### config.mk
export PLATFORM = sky130hd
export DESIGN_NAME = alu_share_ctrl_flat
export DESIGN_NICKNAME = d
export VERILOG_FILES = /design/src/rtl/alu_share_ctrl_if.sv /design/src/rtl/alu_share_ctrl.sv /design/src/flat_wrapper.sv
export SDC_FILE = /design/constraint.sdc
export NUM_CORES = 1
export LEC_CHECK = 0
export ABC_AREA = 0
export CORE_AREA = 2 2 109 111
export DETAILED_ROUTE_END_ITERATION = 10
export DIE_AREA = 0 0 111 113
export HOLD_SLACK_MARGIN = 0.02
export PLACE_DENSITY = 0.87
export SYNTH_ARGS = -nofsm -noshare
export SYNTH_HDL_FRONTEND = slang
export SYNTH_SLANG_ARGS = --single-unit
### constraint.sdc
create_clock -name clk -period 4.15 [get_ports clk]
set_clock_uncertainty 0.1 [all_clocks]
set_input_delay 0.83 -clock clk [delete_from_list [all_inputs] [get_ports clk]]
set_output_delay 0.83 -clock clk [all_outputs]
set_load 0.01 [all_outputs]
### src/rtl/alu_share_ctrl_if.sv
// Bundle of the requester, shared-ALU and response signals of alu_share_ctrl.
// The controller connects through the slave modport; its environment uses master.
interface alu_share_ctrl_if #(
  parameter int WIDTH = 32,
  parameter int NREQ  = 2
);
  logic [NREQ-1:0]  req_valid;
  logic [NREQ-1:0]  req_ready;
  logic [3:0]       req_aluc0;
  logic [3:0]       req_aluc1;
  logic [WIDTH-1:0] req_a0;
  logic [WIDTH-1:0] req_b0;
  logic [WIDTH-1:0] req_a1;
  logic [WIDTH-1:0] req_b1;

  logic [3:0]       alu_aluc;
  logic [WIDTH-1:0] alu_a;
  logic [WIDTH-1:0] alu_b;
  logic [WIDTH-1:0] alu_out;
  logic             alu_zero;
  logic             alu_sign;

  logic             resp_valid;
  logic             resp_ready;
  logic             resp_id;
  logic [WIDTH-1:0] resp_out;
  logic             resp_zero;
  logic             resp_sign;
  logic             busy;

  modport slave (
    input  req_valid, req_aluc0, req_aluc1, req_a0, req_b0, req_a1, req_b1,
    input  alu_out, alu_zero, alu_sign, resp_ready,
    output req_ready, alu_aluc, alu_a, alu_b,
    output resp_valid, resp_id, resp_out, resp_zero, resp_sign, busy
  );

  modport master (
    output req_valid, req_aluc0, req_aluc1, req_a0, req_b0, req_a1, req_b1,
    output alu_out, alu_zero, alu_sign, resp_ready,
    input  req_ready, alu_aluc, alu_a, alu_b,
    input  resp_valid, resp_id, resp_out, resp_zero, resp_sign, busy
  );
endinterface

### src/rtl/alu_share_ctrl.sv
// Round-robin sharing of one external ALU between two requesters.
// Each operation walks IDLE (grant) -> EXEC (capture ALU result) -> RESP (hold until taken).
module alu_share_ctrl #(
  parameter int WIDTH = 32,
  parameter int NREQ  = 2
) (
  input  logic          clk,
  input  logic          rst,
  alu_share_ctrl_if.slave bus
);

  typedef enum logic [1:0] {IDLE, EXEC, RESP} state_e;

  state_e           state_q, state_d;
  logic             last_q;
  logic             id_q;
  logic [3:0]       aluc_q;
  logic [WIDTH-1:0] a_q;
  logic [WIDTH-1:0] b_q;
  logic [WIDTH-1:0] resp_out_q;
  logic             resp_zero_q;
  logic             resp_sign_q;

  logic             gnt;
  logic             gnt_id;

  logic [3:0]       req_aluc [NREQ];
  logic [WIDTH-1:0] req_a    [NREQ];
  logic [WIDTH-1:0] req_b    [NREQ];

  assign req_aluc[0] = bus.req_aluc0;
  assign req_aluc[1] = bus.req_aluc1;
  assign req_a[0]    = bus.req_a0;
  assign req_a[1]    = bus.req_a1;
  assign req_b[0]    = bus.req_b0;
  assign req_b[1]    = bus.req_b1;

  always_comb begin
    state_d = state_q;
    gnt     = 1'b0;
    gnt_id  = 1'b0;
    case (state_q)
      IDLE: begin
        // Grant is suppressed while rst is high so req_ready never advertises a lost accept.
        if (|bus.req_valid && !rst) begin
          gnt     = 1'b1;
          gnt_id  = (&bus.req_valid) ? ~last_q : bus.req_valid[1];
          state_d = EXEC;
        end
      end
      EXEC:    state_d = RESP;
      RESP:    if (bus.resp_ready) state_d = IDLE;
      default: state_d = IDLE;
    endcase
  end

  generate
    for (genvar gi = 0; gi < NREQ; gi++) begin : g_ready
      assign bus.req_ready[gi] = gnt && (gnt_id == 1'(gi));
    end
  endgenerate

  always_ff @(posedge clk) begin
    if (rst) begin
      state_q     <= IDLE;
      last_q      <= 1'b1;
      id_q        <= 1'b0;
      aluc_q      <= '0;
      a_q         <= '0;
      b_q         <= '0;
      resp_out_q  <= '0;
      resp_zero_q <= 1'b0;
      resp_sign_q <= 1'b0;
    end else begin
      state_q <= state_d;
      if (gnt) begin
        last_q <= gnt_id;
        id_q   <= gnt_id;
        aluc_q <= req_aluc[gnt_id];
        a_q    <= req_a[gnt_id];
        b_q    <= req_b[gnt_id];
      end
      if (state_q == EXEC) begin
        resp_out_q  <= bus.alu_out;
        resp_zero_q <= bus.alu_zero;
        resp_sign_q <= bus.alu_sign;
      end
    end
  end

  // The ALU only ever sees latched operands, so requesters may change inputs once accepted.
  assign bus.alu_aluc   = aluc_q;
  assign bus.alu_a      = a_q;
  assign bus.alu_b      = b_q;

  assign bus.resp_valid = (state_q == RESP);
  assign bus.resp_id    = id_q;
  assign bus.resp_out   = resp_out_q;
  assign bus.resp_zero  = resp_zero_q;
  assign bus.resp_sign  = resp_sign_q;
  assign bus.busy       = (state_q != IDLE);

endmodule
### src/flat_wrapper.sv
// flat-port wrapper written by rule: the top's interface ports become plain ports
module alu_share_ctrl_flat 
#(
  parameter int WIDTH = 32,
  parameter int NREQ  = 2
)
  (clk, rst, bus_req_valid, bus_req_aluc0, bus_req_aluc1, bus_req_a0, bus_req_b0, bus_req_a1, bus_req_b1, bus_alu_out, bus_alu_zero, bus_alu_sign, bus_resp_ready, bus_req_ready, bus_alu_aluc, bus_alu_a, bus_alu_b, bus_resp_valid, bus_resp_id, bus_resp_out, bus_resp_zero, bus_resp_sign, bus_busy);
  alu_share_ctrl_if #(.WIDTH(WIDTH), .NREQ(NREQ)) bus_i ();
  input  logic clk;
  input  logic rst;
  input wire logic [$bits(bus_i.req_valid)-1:0] bus_req_valid;
  input wire logic [$bits(bus_i.req_aluc0)-1:0] bus_req_aluc0;
  input wire logic [$bits(bus_i.req_aluc1)-1:0] bus_req_aluc1;
  input wire logic [$bits(bus_i.req_a0)-1:0] bus_req_a0;
  input wire logic [$bits(bus_i.req_b0)-1:0] bus_req_b0;
  input wire logic [$bits(bus_i.req_a1)-1:0] bus_req_a1;
  input wire logic [$bits(bus_i.req_b1)-1:0] bus_req_b1;
  input wire logic [$bits(bus_i.alu_out)-1:0] bus_alu_out;
  input wire logic [$bits(bus_i.alu_zero)-1:0] bus_alu_zero;
  input wire logic [$bits(bus_i.alu_sign)-1:0] bus_alu_sign;
  input wire logic [$bits(bus_i.resp_ready)-1:0] bus_resp_ready;
  output wire logic [$bits(bus_i.req_ready)-1:0] bus_req_ready;
  output wire logic [$bits(bus_i.alu_aluc)-1:0] bus_alu_aluc;
  output wire logic [$bits(bus_i.alu_a)-1:0] bus_alu_a;
  output wire logic [$bits(bus_i.alu_b)-1:0] bus_alu_b;
  output wire logic [$bits(bus_i.resp_valid)-1:0] bus_resp_valid;
  output wire logic [$bits(bus_i.resp_id)-1:0] bus_resp_id;
  output wire logic [$bits(bus_i.resp_out)-1:0] bus_resp_out;
  output wire logic [$bits(bus_i.resp_zero)-1:0] bus_resp_zero;
  output wire logic [$bits(bus_i.resp_sign)-1:0] bus_resp_sign;
  output wire logic [$bits(bus_i.busy)-1:0] bus_busy;
  assign bus_i.req_valid = bus_req_valid;
  assign bus_i.req_aluc0 = bus_req_aluc0;
  assign bus_i.req_aluc1 = bus_req_aluc1;
  assign bus_i.req_a0 = bus_req_a0;
  assign bus_i.req_b0 = bus_req_b0;
  assign bus_i.req_a1 = bus_req_a1;
  assign bus_i.req_b1 = bus_req_b1;
  assign bus_i.alu_out = bus_alu_out;
  assign bus_i.alu_zero = bus_alu_zero;
  assign bus_i.alu_sign = bus_alu_sign;
  assign bus_i.resp_ready = bus_resp_ready;
  assign bus_req_ready = bus_i.req_ready;
  assign bus_alu_aluc = bus_i.alu_aluc;
  assign bus_alu_a = bus_i.alu_a;
  assign bus_alu_b = bus_i.alu_b;
  assign bus_resp_valid = bus_i.resp_valid;
  assign bus_resp_id = bus_i.resp_id;
  assign bus_resp_out = bus_i.resp_out;
  assign bus_resp_zero = bus_i.resp_zero;
  assign bus_resp_sign = bus_i.resp_sign;
  assign bus_busy = bus_i.busy;
  alu_share_ctrl #(.WIDTH(WIDTH), .NREQ(NREQ)) u_core (.clk(clk), .rst(rst), .bus(bus_i));
endmodule
==> results by group <==
Outcome
  • Status: completed

Logic synthesis
  • Yosys cell types: 23
  • Largest family of logic cells by synthesized area: compound AO/OA/AOI/OAI gates
  • Syn. warnings: 0
  • Instance count of the mapped netlist: 558
  • Compound-Gate Fraction of Synth Area: 27.1%
  • Mapped Nets: 733
  • Cell Area, Synth: 4470 sq um
  • Syn Area/Cell: 8.00 sq um
  • Post-Synth Simple-Gate Area: 19.0%
  • Synth Area in XOR/XNOR: 0%
  • Seq/Total Area, Yosys: 47.5%
  • Mux cell area share after synthesis: 0%
  • Number of synthesized register bits: 106
  • Adder-Cell Fraction of Synth Area: 0%

Critical path
  • Worst endpoint data arrival time: 2470 ps
  • Worst Path Buf+Inv: 2
  • CP dominant cell by count: clkdlybuf4s50_1
  • CP Data Required Time: 3220 ps
  • CP peak stage delay: 570 ps
  • Top delay family on crit path: buffers and inverters
  • Slowest cell on crit path: clkdlybuf4s50_1
  • Max FO, Critical Path: 4
  • Type of origin of the critical path: primary input
  • Worst path cell trace: clkdlybuf4s50_1, or2_2, nand2_1, nor3_1, clkdlybuf4s50_1
  • Crit end category: output port
  • Setup Crit Path Kind: in -> out

Clocking
  • Post-CTS setup buffers: 0
  • TritonCTS sink count: 106
  • Num CTS Buffers: 9
  • H-tree depth: 3
  • Root Driver: clkbuf_16
  • CTS tree: yes
  • Clk buf depth: 2
  • Clock insertion delay at the later pin of the skew report: 330 ps
  • CTS resizes: 0
  • Clock transition at path regs: 70 ps
  • Hold_buf cts: 0

Global route
  • First-pass GRT wire length: 24,200 um
  • GRT overflow: 0
  • Number of global-route vias before repair: 4,905
  • Initial antenna violation count: 0
  • Overall routing resource usage: 23.7%
  • Pin count of the biggest net entering global routing: 107

Cells and area
  • Filler cells: 890
  • Area of the multi-input gates: 2070 sq um
  • Fin util: 66.8%
  • ANT cells: 0
  • Synth-to-layout area growth: 68.5%
  • Final Cell Area: 7530 sq um
  • Layout cell share with drive strength beyond 1: 4.85%
  • # nets final: 974
  • Sequential cell area: 2120 sq um

Detailed routing
  • TritonRoute pass-1 iters: 5
  • Number of routed nets with antenna violations: 0
  • Drt drc: 0
  • Vias per cell: 5.31
  • 1st-iter DRT viols: 332
  • Drt total wl: 15,700 um
  • WL/cell: 16.5 um
  • Via Count: 5,029

Timing
  • Slew @ Worst Pin: 1260 ps
  • Slew headroom: 16.2%
  • RSZ-0062 raised after global routing: false
  • WHS: 356 ps
  • Final Setup Violations: 0
  • Final hold vios: 0
  • Final setup TNS: 0 ps
  • Fmax: 295 MHz
  • Tmin final: 3400 ps
  • Tcrit/Tclk final: 81.8%
  • Final WS setup: 755 ps
  • Max-slew violation count: 0

Floorplan
  • Die span in x: 111 um
  • Site row count: 39
  • Die H: 113 um
  • Initial core utilization: 39.6%
  • Core area: 11,300 sq um
  • Top-Level Pins: 282
  • Die area: 12,500 sq um

Place
  • Placed instance area: 7250 sq um
  • DP Wirelength: 11,100 um
  • Final Wtd Congestion: 0.839
  • Setup Slack @ Placement: 770 ps
  • Port Buffers: 281

Pwr
  • Maximum vdd drop: 0.000203 V
  • Leakage Power: 0.00276 uW
  • Cell Pwr Density: 372 nW/um^2

Worst hold path
  • Worst hold path class: reg -> reg

Job
  • Maxcap violations: 0
synthesized netlist by cell type:
library cell / count / area [sq um]
a21boi_2: 1 / 11.3
inv_2: 1 / 3.75
o21ai_0: 2 / 10.0
a21oi_1: 104 / 521
nor2_1: 2 / 7.51
nor2_4: 1 / 11.3
a311oi_2: 10 / 150
nor2_2: 1 / 6.26
dfxtp_1: 106 / 2120
or2_2: 1 / 6.26
nand3_1: 1 / 5.00
clkbuf_1: 13 / 48.8
a311oi_1: 58 / 508
buf_2: 34 / 170
a21bo_2: 1 / 10.0
nor3_1: 2 / 10.0
nand3b_1: 1 / 7.51
nor2b_1: 2 / 12.5
nand2_1: 205 / 769
buf_1: 5 / 18.8
buf_6: 2 / 22.5
buf_4: 3 / 22.5
nand2b_1: 2 / 12.5
routing by layer:
metal / global-route usage (%) / part of all wire (%) / vias up
met4: 10.9 / 3.5 / 0
met1: 25.6 / 38 / 2320
li1: - / - / 2434
met3: 6.05 / 7.7 / 39
met2: 43.7 / 51 / 236
met5: 0 / 0 / -
worst paths after layout:
kind,from,depth (start not counted),end,slack [ps]
max,bus_req_valid[0],5,bus_req_ready[0],750
min,u_core.bus.resp_out[17],2,u_core.bus.resp_out[17],360
max reg2reg,u_core.state_q[1],5,u_core.bus.alu_b[18],1620
min reg2reg,u_core.bus.resp_out[17],2,u_core.bus.resp_out[17],360
per-stage QoR:
step           std cells  power (uW)
2_1_floorplan        558        1570
3_3_place_gp         931        2000
3_5_place_dp         931        2020
4_1_cts              947        2820
5_1_grt              947        2940
6_report             947        2800
state kept, by name (all words and copies together), names as in the netlist, 2 cells and up:
| signal | flops |
|---|---|
| u_core.bus.alu_b | 32 |
| u_core.bus.alu_a | 32 |
| u_core.state_q | 2 |
| u_core.bus.alu_aluc | 4 |
| u_core.bus.resp_out | 32 |
power breakdown:
group | switching [uW] | internal, uW | leakage, uW
sequential | 61.6 | 1130 | 0.000876
combinational | 369 | 440 | 0.00175
clock | 362 | 439 | 0.000139
total | 793 | 2010 | 0.00276
cells by family after synthesis:
family	count (synthesis)
AND/OR/NAND/NOR	218
AO/OA/AOI/OAI	176
flip-flops	106
buffers and inverters	58
worst register-to-register path: stages (launching register included):
cell and delay [ps]:
dfxtp_1 350, nor2_4 640, inv_2 150, nor2_4 660, buf_12 310, a311oi_2 160
area by class of cell:
class | instances | share of cell area [%]
clock inverter | 4 | 0.349
timing repair buffer | 287 | 38.1
inverter | 1 | 0.0499
multi-input combinational | 394 | 27.5
tap | 143 | 2.38
sequential | 106 | 28.2
clock buffer | 12 | 3.41
cell usage in the layout, fill, tap and decap left out, drive strengths merged:
| cell type | count |
|---|---|
| clkinv | 3 |
| clkdlybuf4s50 | 280 |
| dfxtp | 106 |
| a311oi | 68 |
| inv | 1 |
| nand2 | 205 |
| nor3 | 2 |
| buf | 7 |
| o21ai | 2 |
| a21boi | 1 |
| or2 | 1 |
| clkbuf | 12 |
| a21oi | 104 |
| nand3 | 1 |
| nand2b | 2 |
| a21bo | 1 |
| nor2 | 4 |
| clkinvlp | 1 |
| nor2b | 2 |
| nand3b | 1 |
(Power assumes the default switching activity.)
